--- config.mk ---
export PLATFORM = sky130hd
export DESIGN_NAME = fft_out_streamer
export DESIGN_NICKNAME = d
export VERILOG_FILES = /design/src/rtl/fft_out_streamer.sv
export SDC_FILE = /design/constraint.sdc
export NUM_CORES = 1
export LEC_CHECK = 0
export BUFFER_PORTS_ARGS = -buffer_cell sky130_fd_sc_hd__clkbuf_2
export CORE_MARGIN = 2
export CORE_UTILIZATION = 42
export DETAILED_ROUTE_END_ITERATION = 10
export GPL_TIMING_DRIVEN = 0
export PLACE_DENSITY_LB_ADDON = 0.15
export SYNTH_ARGS = -nofsm -noshare
export SYNTH_HDL_FRONTEND = slang
export SYNTH_SLANG_ARGS = --single-unit
--- constraint.sdc ---
create_clock -name clk -period 3.35 [get_ports clk]
set_clock_uncertainty 0.05 [all_clocks]
set_input_delay 0.5025 -clock clk [delete_from_list [all_inputs] [get_ports clk]]
set_output_delay 0.5025 -clock clk [all_outputs]
set_load 0.005 [all_outputs]
--- src/rtl/fft_out_streamer.sv ---
// fft_out_streamer: drains one FFT output frame from the wrapper FIFO
// and presents it as an AXI4-Stream master with tlast, count and error.
module fft_out_streamer #(
  parameter int DATA_W    = 32,
  parameter int FRAME_LEN = 32,
  parameter int CNT_W     = 16
) (
  input  logic              clk,
  input  logic              rst,
  input  logic              dev_ready,
  input  logic              dev_busy,
  input  logic [DATA_W-1:0] buf2dma_data,
  output logic              buf2dma_data_rd,
  output logic [DATA_W-1:0] m_axis_tdata,
  output logic              m_axis_tvalid,
  input  logic              m_axis_tready,
  output logic              m_axis_tlast,
  output logic              frame_done,
  output logic [CNT_W-1:0]  frame_count,
  output logic              protocol_err
);

  localparam int            CW   = $clog2(FRAME_LEN + 1);
  localparam logic [CW-1:0] LEN  = CW'(FRAME_LEN);
  localparam logic [CW-1:0] LAST = CW'(FRAME_LEN - 1);

  typedef enum logic [1:0] {
    S_IDLE,
    S_STREAM,
    S_DONE,
    S_WAIT
  } state_t;

  state_t r_state;
  state_t w_next;

  logic              r_flush_q;
  logic              r_inflight;
  logic              r_err;
  logic [1:0]        r_occ;
  logic [DATA_W-1:0] r_skid0;
  logic [DATA_W-1:0] r_skid1;
  logic [CW-1:0]     r_issued;
  logic [CW-1:0]     r_sent;
  logic [CNT_W-1:0]  r_count;

  logic       w_pop;
  logic       w_push;
  logic       w_rd;
  logic       w_abort;
  logic       w_start;
  logic       w_last_hs;
  logic [2:0] w_level;

  // Next state, read strobe and skid bookkeeping terms.
  always_comb begin
    w_next    = r_state;
    w_rd      = 1'b0;
    w_abort   = 1'b0;
    w_start   = 1'b0;
    w_pop     = (r_occ != 2'd0) && m_axis_tready;
    w_push    = r_inflight;
    w_last_hs = w_pop && (r_sent == LAST);
    w_level   = {1'b0, r_occ} + {2'b00, r_inflight}
              - {2'b00, w_pop};
    case (r_state)
      S_IDLE: begin
        if (r_flush_q) begin
          w_next  = S_STREAM;
          w_start = 1'b1;
        end
      end
      S_STREAM: begin
        if (!r_flush_q && (r_issued < LEN)) begin
          w_abort = 1'b1;
          w_next  = S_IDLE;
        end else begin
          w_rd = (r_issued < LEN) && (w_level < 3'd2);
          if (w_last_hs) w_next = S_DONE;
        end
      end
      S_DONE: w_next = S_WAIT;
      S_WAIT: begin
        if (!r_flush_q) w_next = S_IDLE;
      end
      default: w_next = S_IDLE;
    endcase
  end

  // State register.
  always_ff @(posedge clk) begin
    if (rst) r_state <= S_IDLE;
    else     r_state <= w_next;
  end

  // Flush sampling, counters, skid buffer, frame count and error flag.
  always_ff @(posedge clk) begin
    if (rst) begin
      r_flush_q  <= 1'b0;
      r_inflight <= 1'b0;
      r_err      <= 1'b0;
      r_occ      <= 2'd0;
      r_skid0    <= '0;
      r_skid1    <= '0;
      r_issued   <= '0;
      r_sent     <= '0;
      r_count    <= '0;
    end else begin
      r_flush_q <= !dev_ready && !dev_busy;
      if (w_abort) begin
        r_occ      <= 2'd0;
        r_inflight <= 1'b0;
        r_issued   <= '0;
        r_sent     <= '0;
        r_err      <= 1'b1;
      end else begin
        r_inflight <= w_rd;
        if (w_start) begin
          r_issued <= '0;
          r_sent   <= '0;
        end else begin
          if (w_rd)  r_issued <= r_issued + CW'(1);
          if (w_pop) r_sent   <= r_sent + CW'(1);
        end
        case ({w_push, w_pop})
          2'b10: begin
            if (r_occ == 2'd0) r_skid0 <= buf2dma_data;
            else               r_skid1 <= buf2dma_data;
            r_occ <= r_occ + 2'd1;
          end
          2'b01: begin
            r_skid0 <= r_skid1;
            r_occ   <= r_occ - 2'd1;
          end
          2'b11: begin
            if (r_occ == 2'd1) begin
              r_skid0 <= buf2dma_data;
            end else begin
              r_skid0 <= r_skid1;
              r_skid1 <= buf2dma_data;
            end
          end
          default: ;
        endcase
        if (r_state == S_DONE) r_count <= r_count + CNT_W'(1);
      end
    end
  end

  assign buf2dma_data_rd = w_rd;
  assign m_axis_tdata    = r_skid0;
  assign m_axis_tvalid   = (r_occ != 2'd0);
  assign m_axis_tlast    = m_axis_tvalid && (r_sent == LAST);
  assign frame_done      = (r_state == S_DONE);
  assign frame_count     = r_count;
  assign protocol_err    = r_err;

endmodule

==> qor.yml <==
num-nets-final: 619
max_freq_mhz: 318
synthFlopType: "dfxtp_1"
clkTransAtPathRegs_ps: 90
status: "complete, no violations"
syn_inst: 474
syn2layout_area_growth_pct: 20.6
required_ps: 2800
grt_max_degree: 16
drtIter0Drc: 131
layout_min_cycle_time_ps: 3140
cts_inserted_buffers: 9
die_area_um2: 10600
die_y_um: 103
wl_met3_um: 581
maxSlewViolCount: 0
port_buffers: 88
period_share: 0.939
synth-seq-cells: 99
die_w_um: 103
cts_tree: "yes"
drc: 0
rsz0062_at_grt: "no"
grtUsageTotal: 0.192
dr_wl_met2_um: 4570
vias: 3671
clock_latency_ps: 360
setup_tns_ps: 0
postRouteAntennaNets: 0
start_util: 0.426
ys_seq_area_frac: 0.483
synth.cell_area_um2: 4110
worst_pin_slew_ps: 663
core-area_um2: 9640
ys.warnings.count: 0
crit_type: "reg -> out"
n_antenna_cell: 0
cts_root_buf: "clkbuf_8"
drive_gt1_frac: 0.215
ios: 90
synth_edf_count: 0
power.leakage_uw: 0.00187
fin_hold_ws_ps: 239
fin_ws_ps: 205
yosysUniqueCellTypes: 41
hold_path_end: "r_flush_q"
grt_overflow: 0
highest_layer: "met4"
setup_violations: 0
relSlewSlack: 0.558
clkSinkCount: 99
cpLargestDelayFamily: "adder cells"
wl_per_cell_um: 13.9
holdPathStages: 2
crit_chain: "inv_1, ha_2, nand2b_4, nor2_1, o21ai_0, fa_1, xnor2_2, and3_4, clkbuf_2"
gp_congestion: 0.841
postSynth.asyncResetShare: 0
crit_buf_inv: 2
worstRegToRegCells: 10
reg2reg_to: "m_axis_tdata[0]"
cp_max_fo: 7
p_per_area_nw_per_um2: 475
hold_viol_final: 0
final_cell_area_um2: 4950
avgSynthCellArea_um2: 8.66
final_common_cell: "dfxtp_1"
critPathLaunchType: "register"
antenna_found_initial: 0
critPathMaxStageDelay_ps: 430
min_from: "dev_ready"
synth_nets: 520
row_count: 36
firstDrtPassIters: 4
critPathArrivalTime_ps: 2590
m1WireLength_um: 4670
drv_cap: 0
drt-total-wl_um: 9900
placedInstanceArea_um2: 4710
crit_slowest_cell: "fa_1"
grt_pass1_vias: 3390
grt_pass1_wl_um: 16000
r2r_slack_ps: 780
vias_per_cell: 5.17
nFillCells: 987
place_hpwl_um: 7110
clockBufferDepth: 2
ir_drop_mv: 0.177
cp-end-kind: "output pin"
dpl_worst_slack_ps: 24.5
hp-class: "in -> reg"
htreeDepth: 3
final_cell_mix: "dfxtp_1, clkbuf_2, nand2_1"
utilization: 0.514
worstReg2RegStart: "r_occ[0]"
==> flip-flops by register name, indices dropped and copies added (netlist names), named ones only <==
| register | cells |
|---|---|
| m_axis_tdata | 32 |
| r_flush_q | 1 |
| r_inflight | 1 |
| r_issued | 6 |
| frame_count | 16 |
| r_sent | 6 |
| protocol_err | 1 |
| r_state | 1 |
| r_occ | 2 |
| r_skid1 | 32 |
==> worst max path at each step <==
| stage | from | endpoint | slack (ps) | cells after the start |
|---|---|---|---|---|
| after global routing | r_occ[0] | buf2dma_data_rd | 30 | 9 |
| after CTS | r_occ[1] | buf2dma_data_rd | 40 | 9 |
| after detailed placement | r_occ[1] | buf2dma_data_rd | 20 | 11 |
| after global placement | r_occ[1] | buf2dma_data_rd | 60 | 11 |
| final | r_occ[0] | buf2dma_data_rd | 210 | 9 |
| after floorplan | r_occ[1] | buf2dma_data_rd | 600 | 10 |
==> Yosys cell counts, types with 2 or more instances <==
master | n | share of area
ha_1 | 8 | 0.024
or3_1 | 2 | 0.0030
buf_4 | 3 | 0.0055
inv_1 | 5 | 0.0046
xnor2_1 | 10 | 0.021
nand2_1 | 72 | 0.066
nand4_1 | 12 | 0.018
and3_1 | 5 | 0.0076
nor3b_1 | 3 | 0.0055
xor2_1 | 14 | 0.030
or4_1 | 3 | 0.0055
and4_1 | 2 | 0.0043
nor2_1 | 63 | 0.058
o21ai_0 | 4 | 0.0049
mux2i_1 | 2 | 0.0049
a211oi_2 | 2 | 0.0061
a221oi_1 | 32 | 0.068
nand3_1 | 4 | 0.0049
dfxtp_1 | 99 | 0.48
a211o_1 | 2 | 0.0043
nand3b_1 | 4 | 0.0073
nor3_1 | 37 | 0.045
o31ai_1 | 2 | 0.0037
a21oi_1 | 40 | 0.049
clkbuf_1 | 22 | 0.020
buf_2 | 7 | 0.0085
==> what timing repair did <==
item                       CTS  global route
pin swaps                    0             1
setup endpoints to repair    1             1
gates resized for setup      4             2
gates cloned                 0             0
hold buffers                 0             0
setup buffers                0             1
==> worst register-to-register path, stage by stage, from the launching register on <==
cell,delay [ps]
dfxtp_1,360
inv_1,90
ha_2,260
nand2b_4,190
clkinv_2,120
ha_1,240
or2_1,240
clkbuf_1,150
clkbuf_1,270
a221oi_1,370
nor3_1,90
==> layer usage <==
| layer | vias to the layer above | GRT usage |
|---|---|---|
| met2 | 80 | 0.308 |
| met1 | 1720 | 0.253 |
| met5 | - | 0 |
| met4 | 0 | 0.0759 |
| li1 | 1863 | - |
| met3 | 8 | 0.0427 |
==> cells by family (layout without fill, tap and decap cells) <==
family,Yosys count,count (layout),synth area share
adder cells (fa/ha/maj),9,9,0.0293
AND/OR/NAND/NOR,215,215,0.247
XOR/XNOR,24,24,0.0512
AO/OA/AOI/OAI,86,86,0.144
multiplexers,2,2,0.00488
buffers and inverters,39,142,0.0405
flip-flops,99,99,0.483
==> final cells by class <==
| class | instances | area, um^2 | share of cell area |
|---|---|---|---|
| sequential | 99 | 1980 | 0.401 |
| timing repair buffer | 89 | 448 | 0.0905 |
| clock buffer | 11 | 141 | 0.0286 |
| multi-input combinational | 336 | 1970 | 0.399 |
| buffer | 32 | 140 | 0.0283 |
| tap | 133 | 166 | 0.0336 |
| inverter | 6 | 23.8 | 0.00480 |
| clock inverter | 4 | 75.1 | 0.0152 |
==> report_power, final <==
part	internal [uW]	leakage, uW	switching [uW]
combinational	113	0.000973	160
sequential	1220	0.000800	23.6
clock	438	0.000102	402
==> per-stage QoR <==
stage,total power (uW),cells
2_1_floorplan,1420,474
3_3_place_gp,1530,695
3_5_place_dp,1530,695
4_1_cts,2380,709
5_1_grt,2460,710
6_report,2350,710
No activity file was read; power rests on OpenSTA's default activity.
